## src/rtl/card_shuffler.sv

```systemverilog
// card_shuffler: builds a Concentration board (each face value twice) and
// applies a Fisher-Yates shuffle driven by words requested from the RNG.
// Optional build macro SHUFFLE_CHECK_EN adds a pair-count CHECK pass and err flag.
module card_shuffler #(
  parameter int unsigned NUM_CARDS = 16,
  parameter int unsigned IDX_W     = 4,
  parameter int unsigned VAL_W     = 3
) (
  input  logic             clk,
  input  logic             reset,
  input  logic             start,
  input  logic [31:0]      randNum,
  output logic             changeNum,
  output logic             busy,
  output logic             done,
  input  logic [IDX_W-1:0] rd_addr,
  output logic [VAL_W-1:0] rd_val,
  output logic             err
);

  localparam int unsigned PW = 17 + IDX_W;
  localparam logic [IDX_W-1:0] LAST = IDX_W'(NUM_CARDS - 1);

  typedef enum logic [2:0] {
    IDLE, INIT, REQ, WAIT1, WAIT2, SWAP, CHECK, DONE
  } state_t;

  state_t           state, next_state;
  logic             busy_nxt, done_nxt, change_nxt;
  logic [IDX_W-1:0] cnt;
  logic [VAL_W-1:0] deck [NUM_CARDS];
  logic [IDX_W:0]   ip1_c;
  logic [PW-1:0]    prod_c;
  logic [IDX_W-1:0] j_c;
  logic             unused_bits;

  // Swap partner: j = (rand16 * (i+1)) >> 16, always within 0..i
  assign ip1_c       = {1'b0, cnt} + (IDX_W+1)'(1);
  assign prod_c      = PW'(randNum[15:0]) * PW'(ip1_c);
  assign j_c         = prod_c[16 +: IDX_W];
  assign unused_bits = ^{randNum[31:16], prod_c[15:0], prod_c[PW-1]};

  // Random-access read port, live even mid-shuffle
  assign rd_val = deck[rd_addr];

  // Next-state and registered-output decode
  always_comb begin
    next_state = state;
    busy_nxt   = 1'b0;
    done_nxt   = 1'b0;
    change_nxt = 1'b0;
    case (state)
      IDLE:  if (start) next_state = INIT;
      INIT:  if (cnt == LAST) next_state = REQ;
      REQ:   next_state = WAIT1;
      WAIT1: next_state = WAIT2;
      WAIT2: next_state = SWAP;
      SWAP: begin
        if (cnt == IDX_W'(1)) begin
`ifdef SHUFFLE_CHECK_EN
          next_state = CHECK;
`else
          next_state = DONE;
`endif
        end else begin
          next_state = REQ;
        end
      end
      CHECK: if (cnt == LAST) next_state = DONE;
      DONE:  next_state = IDLE;
      default: next_state = IDLE;
    endcase
    busy_nxt   = (next_state inside {INIT, REQ, WAIT1, WAIT2, SWAP, CHECK});
    done_nxt   = (next_state == DONE);
    change_nxt = (next_state == REQ);
  end

  // State register and registered status outputs
  always_ff @(posedge clk) begin
    if (!reset) begin
      state     <= IDLE;
      changeNum <= 1'b0;
      busy      <= 1'b0;
      done      <= 1'b0;
    end else begin
      state     <= next_state;
      changeNum <= change_nxt;
      busy      <= busy_nxt;
      done      <= done_nxt;
    end
  end

  // Deck fill / swap datapath; cnt is k in INIT, i in the swap loop, card in CHECK
  always_ff @(posedge clk) begin
    if (!reset) begin
      cnt <= '0;
      for (int k = 0; k < int'(NUM_CARDS); k++) deck[k] <= '0;
    end else begin
      case (state)
        IDLE: cnt <= '0;
        INIT: begin
          deck[cnt] <= VAL_W'(cnt >> 1);
          if (cnt != LAST) cnt <= cnt + IDX_W'(1);
        end
        SWAP: begin
          deck[cnt] <= deck[j_c];
          deck[j_c] <= deck[cnt];
          cnt       <= (cnt == IDX_W'(1)) ? '0 : cnt - IDX_W'(1);
        end
        CHECK: cnt <= cnt + IDX_W'(1);
        default: ;
      endcase
    end
  end

`ifdef SHUFFLE_CHECK_EN
  logic [IDX_W:0] tally [NUM_CARDS/2];
  logic [IDX_W:0] sum_c;
  logic           bad_c;

  // Final tally including the card being counted this cycle
  always_comb begin
    bad_c = 1'b0;
    sum_c = '0;
    for (int v = 0; v < int'(NUM_CARDS/2); v++) begin
      sum_c = tally[v] + ((deck[cnt] == VAL_W'(v)) ? (IDX_W+1)'(1) : (IDX_W+1)'(0));
      if (sum_c != (IDX_W+1)'(2)) bad_c = 1'b1;
    end
  end

  // Per-value occurrence counters and sticky err flag
  always_ff @(posedge clk) begin
    if (!reset) begin
      err <= 1'b0;
      for (int v = 0; v < int'(NUM_CARDS/2); v++) tally[v] <= '0;
    end else if (state == IDLE && start) begin
      err <= 1'b0;
      for (int v = 0; v < int'(NUM_CARDS/2); v++) tally[v] <= '0;
    end else if (state == CHECK) begin
      tally[deck[cnt]] <= tally[deck[cnt]] + (IDX_W+1)'(1);
      if (cnt == LAST) err <= bad_c;
    end
  end
`else
  assign err = 1'b0;
`endif

endmodule

```

## config.mk

```make
export PLATFORM = sky130hd
export DESIGN_NAME = card_shuffler
export DESIGN_NICKNAME = d
export VERILOG_FILES = /design/src/rtl/card_shuffler.sv
export SDC_FILE = /design/constraint.sdc
export NUM_CORES = 1
export LEC_CHECK = 0
export BUFFER_PORTS_ARGS = -buffer_cell sky130_fd_sc_hd__clkbuf_2
export CELL_PAD_IN_SITES_DETAIL_PLACEMENT = 1
export CELL_PAD_IN_SITES_GLOBAL_PLACEMENT = 2
export CORE_AREA = 5 5 139 141
export CTS_BUF_LIST = sky130_fd_sc_hd__clkbuf_4
export CTS_CLUSTER_DIAMETER = 200
export DETAILED_ROUTE_END_ITERATION = 10
export DIE_AREA = 0 0 144 146
export PLACE_DENSITY = 0.87
export SYNTH_ARGS = -nofsm -noshare
export SYNTH_HDL_FRONTEND = slang
export SYNTH_SLANG_ARGS = --single-unit
```

## constraint.sdc

```tcl
create_clock -name clk -period 5.5 [get_ports clk]
set_clock_uncertainty 0.15 [all_clocks]
set_input_delay 0.825 -clock clk [delete_from_list [all_inputs] [get_ports clk]]
set_output_delay 0.825 -clock clk [all_outputs]
set_load 0.03 [all_outputs]
```

# After elaboration in Yosys (flattened, before gate mapping)
# Memory sizes are Yosys's and may differ from the RTL's. A register that Yosys moved wholly into a read port is not among the register bits.
# Index checks and enable logic that the tools add are counted.
# classes
multipliers	1
mux	24
n_reduce_logical	6
eq_ne	18
bitwise	1
n_addsub	3
# ops
operator	n
$eq 3x3->1 const B	8
$mux 4	6
$pmux 3 s8	1
$mux 3	7
$mul 16x5->20	1
$pmux 4 s4	1
$eq 3x2->1 const B	4
$mux 1	9
$eq 3x1->1 const B	2
$reduce_bool 6->1	1
$reduce_or 3->1	2
$add 4x1->5 const B	1
$add 4x1->4 const B	1
$eq 4x1->1 const B	1
$eq 4x4->1 const B	1
$ne 4x4->1 const B	1
$reduce_bool 4->1	1
$sub 4x1->4 const B	1
$logic_not 3->1	1
$ne 2x2->1 const B	1
$reduce_and 2->1	1
$or 1x1->1	1
# totals
memories	1
ramBits	48
in_bits	39
out_inout_bits	7
ff_bits	10
# mem_list
name	words	word_bits	read_ports	rd_ports_with_merged_regs	wr	line_no	text
deck	16	3	3	1	16	31	logic [VAL_W-1:0] deck [NUM_CARDS];

# Longest topological paths before layout
# Gate-level depths: netlist of run 1.
# logic_depth
depth_word	7
ltp_mapped	24

# Least setup slack after synthesis of run 1
# No wires, ideal clock.
# synth_timing
path_type	register to register
start	register cnt[2]
end	memory deck[4][0], data pin
slack_ns	-0.528
stages_incl_launch_ff	24
arrival_ns	5.607
synth_period_minus_slack_ns	6.028
n_path_buf	4
cell_sequence	dfxtp_1 -> clkbuf_1 -> nand3_1 -> xnor2_1 -> clkbuf_1 -> nor2b_1 -> fa_1 -> fa_1 -> inv_1 -> fa_1 -> inv_1 -> ha_1 -> a211oi_1 -> o21ai_0 -> o211ai_1 -> a211oi_2 -> a211oi_1 -> buf_6 -> mux4_1 -> nand2_1 -> nand4_1 -> nor2_4 -> buf_4 -> o22ai_1
# synth_rtl
item	line_no	text
from (decl)	30	logic [IDX_W-1:0] cnt;
from (signal assigned)	103	if (cnt != LAST) cnt <= cnt + IDX_W'(1);
from (signal assigned)	108	cnt <= (cnt == IDX_W'(1)) ? '0 : cnt - IDX_W'(1);
from (signal assigned)	110	CHECK: cnt <= cnt + IDX_W'(1);
to (decl)	31	

==> results.cfg, run 1 <==
[floorplan]
initial_utilization_pct = 36.1
ios = 46
rows = 49
die_w_um = 144
core_um2 = 17800
dieHeight_um = 146
die-area_um2 = 21000

[place]
io_buffers = 28
place_worst_setup_slack_ps = -771
routabilityCongestion = 0.835
place_hpwl_um = 15900

[detailed_routing]
vias = 5968
first_iter_violations = 475
vias_per_cell = 5.88
routedWlPerCell_um = 21.9
drc_errors = 0
drtPass1Iterations = 5
wirelength_um = 22200
ant_nets = 0

[run]
cap_violations = 0

[timing]
relSlewSlack_pct = 24.8
worstMarginPinSlew_ps = 1120
fin_crit_ps = 5970
tns_ps = -23430
period_share_pct = 109
finalSetupViolCount = 87
final_max_slew_viol_count = 0
holdWs_ps = 498
finalHoldViolCount = 0
rsz0062_at_grt = yes
fmax_ghz = 0.168
setup_ws_ps = -470

[grt]
grt_pass1_vias = 6526
grt_pass1_wl_um = 34500
antenna_found_initial = 1
grt_max_degree = 24
grt.total_usage_pct = 20.6
grt_overflow = 0

[final_layout]
nets = 889
layout_commonest_cell = buf_4
areaGrowthSynthToFinish_pct = 34.3
final_layout_size_suffix_gt1_share_pct = 41.5
layout_common_cells = buf_4 (94), inv_1 (59), nand2_1 (58), edfxtp_1 (48), and2_1 (42)

[critical_path]
cp-end-kind = flop
critPathTopFamily = adder cells
crit_arrival_ps = 5960
critPathMaxFanout = 8
slowest_stage = mux4_1
max_stage_delay_ps = 570
path_class = flop to flop
start_kind = flop
worst-path-buf-inv = 8
worstPathRequired_ps = 5490

[clocking]
hold_buffers = 0
max-clock-path-buffers = 2
clkTransAtPathRegs_ps = 110
cts_num_sinks = 62
clockRootBuffer = clkbuf_4
htree_levels = 3
cts_buffers = 9
cts_tree = built
worstSkewPairLatency_ps = 420

[run_status]
violations = setup timing
status = finished with violations

[logic_synthesis]
syn_area_per_cell_um2 = 9.80
synthesis.nets = 767
yosysWarnings = 0
ys_ff_latch = 62
ys_seq_area_share_pct = 26.7
syn_area_um2 = 6450
synth_edf_count = 48
synthCells = 658
async_flop_share_pct = 0
synth_flop_cell = edfxtp_1
ys_types = 56

[power]
pwr-share-comb_pct = 42.0
p_switching_uw = 572
switching_share_pct = 35.6
peakVddDrop_mv = 0.150
clockPowerShare_pct = 23.1
p_total_uw = 1600
p_int_uw = 1030
p_per_area_nw_per_um2 = 185
p_leak_uw = 0.00349
seq_power_share_pct = 34.9

[worst_hold_path]
worstHoldPathType = flop to flop
==> power by group through the flow <==
| stage | combinational [uW] | clock (uW) | sequential [uW] |
|---|---|---|---|
| floorplan | 344 | 0 | 549 |
| global placement | 501 | 0 | 566 |
| detailed placement | 529 | 0 | 570 |
| CTS | 632 | 368 | 559 |
| global route | 722 | 394 | 563 |
| finish | 673 | 370 | 560 |
==> cells by family after synthesis <==
family | share of synthesized area (%)
compound gates | 11.5
xor+xnor | 1.38
buf+inv | 6.34
other cells | 0.0582
simple gates | 20.8
fa+ha+maj | 18.2
flops | 26.7
mux | 15.0
==> layout make-up <==
type                            instances  area (um2)
Tap cell                              229         287
Antenna cell                            1        2.50
Clock inverter                          6        86.3
Fill cell                            1933        9180
Timing Repair Buffer                  148        1220
Inverter                               65         244
Sequential cell                        62        1730
Clock buffer                           10        75.1
Multi-Input combinational cell        494        5020
==> Yosys cell counts, types with 2 or more instances <==
cell        n  area (um2)
nor2_1     23        86.3
a32o_1      2        20.0
mux4_2     33         743
nand2_1    74         278
nor4_1      2        12.5
buf_4       3        22.5
o21ai_0    11        55.1
buf_1       7        26.3
ha_1       30         375
a221oi_1    3        26.3
edfxtp_1   48        1440
nand3_1    44         220
o21bai_1    2        15.0
xor2_1      4        35.0
inv_1      65         244
xnor2_1     3        26.3
o22ai_1    47         294
o21a_1      2        15.0
clkbuf_1   25        93.8
buf_6       2        22.5
nand4_1    15        93.8
or3_1       5        31.3
nand2b_1    6        37.5
a21o_1      2        15.0
nor2_4      2        22.5
and2_1     48         300
o32ai_1     2        17.5
mux4_1      6         158
and3_1      6        37.5
o21ai_1     3        15.0
mux2i_1     3        30.0
a2111oi_0   2        17.5
nor3_1      5        25.0
fa_1       40         801
mux2_2      3        33.8
dfxtp_1    14         280
a211oi_1    6        45.0
nand3b_1    4        30.0
o221a_2     2        22.5
o211ai_1    6        45.0
a21oi_1    17        85.1
nor2b_1    17         106
==> per-layer routing <==
metal,share of wire [%],global-route usage [%],up-vias
met5,0,0,-
met1,39,25.0,3038
met2,53,36.9,225
li1,-,-,2650
met4,3.6,7.82,0
met3,5.0,2.20,55
==> through the flow <==
step / utilization [%] / instances / area (um2)
global route: 48.6 / 1015 / 8660
CTS: 46.8 / 1008 / 8350
floorplan: - / 658 / 6550
finish: 48.6 / 1015 / 8660
global placement: 42.0 / 965 / 7490
detailed placement: 42.0 / 965 / 7490
==> worst min-delay path, delay by kind of cell, from the launching register on <==
kind / cells / cell delay, ps
DFF: 1 / 420
and+or+nand+nor: 1 / 110
AOI/OAI and AO/OA: 1 / 70
==> path summary, 6_finish.rpt <==
path	from	end	slack [ps]	depth (start not counted)
setup / recovery	cnt[1]	deck[5][0]	-470	25
setup reg to reg	cnt[1]	deck[5][0]	-470	25
hold reg to reg	state[1]	state[1]	500	2
hold / removal	state[1]	state[1]	500	2
==> sequential cells by signal, indices dropped and copies added, names as in the netlist, named ones only <==
signal	count
busy	1
changeNum	1
cnt	4
deck	48
done	1
state	3
==> timing repair <==
item | CTS | global route
gates cloned | 1 | 0
setup buffers | 28 | 6
pin swaps | 44 | 21
setup endpoints to repair | 96 | 96
gates resized for setup | 101 | 58
Power figures use the tool's default switching activity.
==> run 2, diff against run 1 <==
--- a/config.mk
+++ b/config.mk
@@ -8,12 +8,11 @@
 export BUFFER_PORTS_ARGS = -buffer_cell sky130_fd_sc_hd__clkbuf_2
 export CELL_PAD_IN_SITES_DETAIL_PLACEMENT = 1
 export CELL_PAD_IN_SITES_GLOBAL_PLACEMENT = 2
-export CORE_AREA = 5 5 139 141
-export CTS_BUF_LIST = sky130_fd_sc_hd__clkbuf_4
+export CORE_AREA = 5 5 140 142
 export CTS_CLUSTER_DIAMETER = 200
 export DETAILED_ROUTE_END_ITERATION = 10
-export DIE_AREA = 0 0 144 146
-export PLACE_DENSITY = 0.87
+export DIE_AREA = 0 0 145 147
+export PLACE_DENSITY = 0.86
 export SYNTH_ARGS = -nofsm -noshare
 export SYNTH_HDL_FRONTEND = slang
 export SYNTH_SLANG_ARGS = --single-unit
==> results.cfg, run 2 (synthesized netlist as in run 1, its figures left out) <==
[run_status]
status = finished with violations
violations = setup timing

[power]
switching_share_pct = 34.5
p_leak_uw = 0.00354
clockPowerShare_pct = 29.0
peakVddDrop_mv = 0.165
seq_power_share_pct = 32.4
p_switching_uw = 597
pwr-share-comb_pct = 38.5
p_total_uw = 1730
p_int_uw = 1130
p_per_area_nw_per_um2 = 195

[clocking]
worstSkewPairLatency_ps = 340
htree_levels = 3
clockRootBuffer = clkbuf_16
clkTransAtPathRegs_ps = 50
cts_buffers = 9
max-clock-path-buffers = 2
cts_tree = built
cts_num_sinks = 62
hold_buffers = 0

[timing]
rsz0062_at_grt = yes
period_share_pct = 108
finalHoldViolCount = 0
setup_ws_ps = -466
tns_ps = -19200
worstMarginPinSlew_ps = 1070
final_max_slew_viol_count = 0
finalSetupViolCount = 66
relSlewSlack_pct = 28.6
fmax_ghz = 0.168
fin_crit_ps = 5970

[critical_path]
slowest_stage = fa_1
worst-path-buf-inv = 5
crit_arrival_ps = 5890
critPathMaxFanout = 8
max_stage_delay_ps = 560
crit_chain = ha_4, xor2_4, buf_6, nand2_4, fa_1, fa_1, fa_1, inv_2, ha_4, nand4b_1, o211ai_1, nand2_2, a21o_1, a211oi_4, buf_12, mux4_2, nand2_2, nand4_1, nor2_4, buf_6, buf_12, o22ai_2
cp-end-kind = flop
worstPathRequired_ps = 5430
path_class = flop to flop
cp_common_cell = fa_1
start_kind = flop
critPathTopFamily = adder cells

[final_layout]
final_layout_size_suffix_gt1_share_pct = 42.6
multiInputGateArea_um2 = 5120
largest_register = deck
largest_reg_flops = 48
layout_commonest_cell = buf_4
reg_top3 = deck x48, cnt x4, state x3
fill_cells = 1974
areaGrowthSynthToFinish_pct = 37.8
seq_area_um2 = 1730
num_antenna_cells = 0
layout_common_cells = buf_4 (94), nand2_1 (64), inv_1 (59), edfxtp_1 (48)
nets = 892

[grt]
grt_max_degree = 24
met1_usage_pct = 23.6
grt_pass1_vias = 6352
grt-busiest-layer = met2
grt_use_met2_pct = 36.8
grt_overflow = 0
antenna_found_initial = 0
grt_pass1_wl_um = 34300
grt.total_usage_pct = 19.9
met3_usage_pct = 2.07

[detailed_routing]
vias_per_cell = 5.79
drtPass1Iterations = 5
first_iter_violations = 472
wirelength_um = 22000
ant_nets = 0
drc_errors = 0
vias = 5913
routedWlPerCell_um = 21.6

[floorplan]
rows = 50
die-area_um2 = 21300
initial_utilization_pct = 35.2
core_um2 = 18300
dieHeight_um = 147
ios = 46
die_w_um = 145

[place]
place_hpwl_um = 15700
routabilityCongestion = 0.897
io_buffers = 28

[worst_hold_path]
worstHoldPathType = flop to flop

[run]
cap_violations = 0
run 2: power groups by stage:
| stage | clock network [uW] | registers [uW] | logic (uW) |
|---|---|---|---|
| 6_report | 503 | 562 | 667 |
| 4_1_cts | 504 | 561 | 611 |
| 5_1_grt | 529 | 564 | 719 |
| 3_3_place_gp | 0 | 566 | 499 |
| 2_1_floorplan | 0 | 549 | 344 |
| 3_5_place_dp | 0 | 570 | 523 |
run 2: final cells by class:
cell class                      count  share of cell area, %
Timing Repair Buffer              151                   13.9
Inverter                           65                   2.75
Multi-Input combinational cell    494                   57.7
Clock buffer                       10                   2.58
Clock inverter                      5                  0.310
Sequential cell                    62                   19.5
Tap cell                          234                   3.30
run 2: repair_timing:
item                                   4_1_cts  5_1_grt
endpoints found under the hold margin        0        0
setup endpoints to repair                   96       96
resized for setup                          101       77
gates cloned                                 2        0
buffers inserted                            25       14
pin swaps                                   39       48
run 2: worst paths after layout:
kind	start	end	slack, ps	cells past startpoint
worst min register to register	state[1]	state[1]	500	2
worst max-delay path	cnt[0]	deck[14][0]	-470	22
worst max register to register	cnt[0]	deck[14][0]	-470	22
worst min-delay path	state[1]	state[1]	500	2
run 2: stage by stage:
step	hold slack [ps]	instance area (um2)	utilization [%]	std cells	worst slack (ps)
2_1_floorplan	476	6550	-	658	6.49
3_3_place_gp	467	7480	40.8	969	-455
3_5_place_dp	492	7480	40.8	969	-599
4_1_cts	501	8480	46.2	1009	-389
5_1_grt	552	8880	48.5	1021	-635
6_report	499	8880	48.5	1021	-466
run 2: routing by layer:
layer	part of all wire, %	vias to the layer above
met4	3.3	0
met3	4.2	54
met1	39	3010
met5	0	-
li1	-	2651
met2	53	198
run 2: worst min-delay path: cells and delay by family, from the launching register on:
| family | cells | cell delay [ps] |
|---|---|---|
| flops | 1 | 400 |
| compound gates | 1 | 70 |
| simple gates | 1 | 120 |
==> run 3, diff against run 2 <==
--- a/config.mk
+++ b/config.mk
@@ -8,11 +8,11 @@
 export BUFFER_PORTS_ARGS = -buffer_cell sky130_fd_sc_hd__clkbuf_2
 export CELL_PAD_IN_SITES_DETAIL_PLACEMENT = 1
 export CELL_PAD_IN_SITES_GLOBAL_PLACEMENT = 2
-export CORE_AREA = 5 5 140 142
+export CORE_AREA = 5 5 129 131
 export CTS_CLUSTER_DIAMETER = 200
 export DETAILED_ROUTE_END_ITERATION = 10
-export DIE_AREA = 0 0 145 147
-export PLACE_DENSITY = 0.86
+export DIE_AREA = 0 0 134 136
+export PLACE_DENSITY = 0.94
 export SYNTH_ARGS = -nofsm -noshare
 export SYNTH_HDL_FRONTEND = slang
 export SYNTH_SLANG_ARGS = --single-unit
==> constraint.sdc (replaced) <==
create_clock -name clk -period 6.9 [get_ports clk]
set_clock_uncertainty 0.15 [all_clocks]
set_input_delay 1.035 -clock clk [delete_from_list [all_inputs] [get_ports clk]]
set_output_delay 1.035 -clock clk [all_outputs]
set_load 0.03 [all_outputs]
==> results.cfg, run 3 (synthesized netlist as in run 1, its figures left out) <==
[clocking]
cts_num_sinks = 62
worstSkewPairLatency_ps = 330
cts_buffers = 9
clockRootBuffer = clkbuf_16
cts_tree = built
max-clock-path-buffers = 2
cts_setup_buffers = 0
clkTransAtPathRegs_ps = 50
htree_levels = 3

[timing]
fmax_ghz = 0.153
rsz0062_at_grt = no
fin_crit_ps = 6540
final_max_slew_viol_count = 0
relSlewSlack_pct = 32.7
worstMarginPinSlew_ps = 1010
tns_ps = 0
setup_ws_ps = 358
finalSetupViolCount = 0
period_share_pct = 94.8
finalHoldViolCount = 0

[detailed_routing]
first_iter_violations = 486
vias = 5360
wirelength_um = 18400
drc_errors = 0
drtPass1Iterations = 8
ant_nets = 0
vias_per_cell = 6.19
routedWlPerCell_um = 21.2

[critical_path]
cp-end-kind = flop
reg2reg_to = deck[2][0]
reg2reg_depth = 21
start_kind = flop
rr_startpoint = cnt[2]
path_class = flop to flop
critPathMaxFanout = 16
reg2reg_slack_ps = 360
worstPathRequired_ps = 6800
crit_arrival_ps = 6440

[grt]
met1_usage_pct = 25.9
grt.total_usage_pct = 20.9
grt_overflow = 0
grt_pass1_vias = 5822
grt-busiest-layer = met2
grt_use_met2_pct = 38.4
grt_pass1_wl_um = 30300
grt_max_degree = 24
antenna_found_initial = 0
met3_usage_pct = 2.26

[floorplan]
dieHeight_um = 136
die_w_um = 134
die-area_um2 = 18200
initial_utilization_pct = 41.7
rows = 46
ios = 46
core_um2 = 15500

[final_layout]
largest_register = deck
areaGrowthSynthToFinish_pct = 9.35
layout_commonest_cell = nand2_1
largest_reg_flops = 48
layout_common_cells = nand2_1 (74), inv_1 (65), and2_1 (48), edfxtp_1 (48), o22ai_1 (47)
fill_cells = 1750
final_layout_size_suffix_gt1_share_pct = 14.5
fin_area_um2 = 7050
num_antenna_cells = 0
nets = 778
reg_top3 = deck x48, cnt x4, state x3

[power]
clockPowerShare_pct = 37.0
seq_power_share_pct = 34.9
peakVddDrop_mv = 0.111
p_switching_uw = 402
p_per_area_nw_per_um2 = 181
pwr-share-comb_pct = 28.1
switching_share_pct = 31.4
p_int_uw = 877
p_leak_uw = 0.00280

[run_status]
status = completed

[place]
dpl_cell_area_um2 = 6740
place_hpwl_um = 14200
routabilityCongestion = 0.864
io_buffers = 28
place_worst_setup_slack_ps = 204

[run]
cap_violations = 0

[worst_hold_path]
worstHoldPathCells = 2
hold_end = state[1]
worstHoldPathType = flop to flop
min_from = state[1]
==> run 3: stage by stage <==
stage | total power (uW) | utilization (%) | hold WS [ps] | std cells
CTS | 1280 | 45.5 | 501 | 866
floorplan | 707 | - | 469 | 658
detailed placement | 813 | 43.5 | 488 | 850
global route | 1340 | 45.5 | 560 | 866
global placement | 795 | 43.5 | 467 | 850
finish | 1280 | 45.5 | 507 | 866
==> run 3: area by class of cell <==
type,count,area (um2),share of cell area (%)
Timing Repair Buffer,37,208,2.95
Clock inverter,7,88.8,1.26
Multi-Input combinational cell,494,4320,61.3
Clock buffer,9,225,3.19
Tap cell,192,240,3.41
Inverter,65,244,3.46
Sequential cell,62,1720,24.4
==> run 3: layer usage <==
| metal | share of wire [%] | vias up |
|---|---|---|
| met5 | 0 | - |
| met3 | 5.1 | 45 |
| met1 | 41 | 2659 |
| met4 | 2.4 | 0 |
| li1 | - | 2429 |
| met2 | 52 | 227 |
==> run 3: repair_timing <==
item | CTS | global route
hold buffers | 0 | 0
resized for setup | 0 | 1
endpoints found under the setup margin | 0 | 33
==> run 3: power by group through the flow <==
stage               clock, uW  combinational, uW  sequential [uW]
CTS                       476                360              446
finish                    474                359              447
detailed placement          0                359              454
global route              493                399              450
global placement            0                343              451
floorplan                   0                271              436
==> run 3: worst max path at each step <==
stage / depth (start not counted) / start / end
after floorplan: 23 / cnt[2] / deck[4][0]
after global placement: 20 / cnt[0] / deck[2][0]
after detailed placement: 20 / cnt[0] / deck[1][0]
after CTS: 20 / cnt[0] / deck[1][0]
after global routing: 21 / cnt[2] / deck[2][0]
final: 21 / cnt[2] / deck[2][0]
==> run 3: critical path: stages (launching register included) <==
cell and delay (ps):
dfxtp_1 580, nand3_1 230, xnor2_1 210, buf_4 260, nor2b_1 100, fa_1 500, fa_1 550, inv_1 60
fa_1 520, inv_1 40, ha_1 310, and3_1 210, a41o_1 240, nand2_1 120, a211oi_2 100, a211oi_2 200
buf_4 280, mux4_1 600, nand2_1 110, nand4_1 260, nor2_4 450, o22ai_1 150
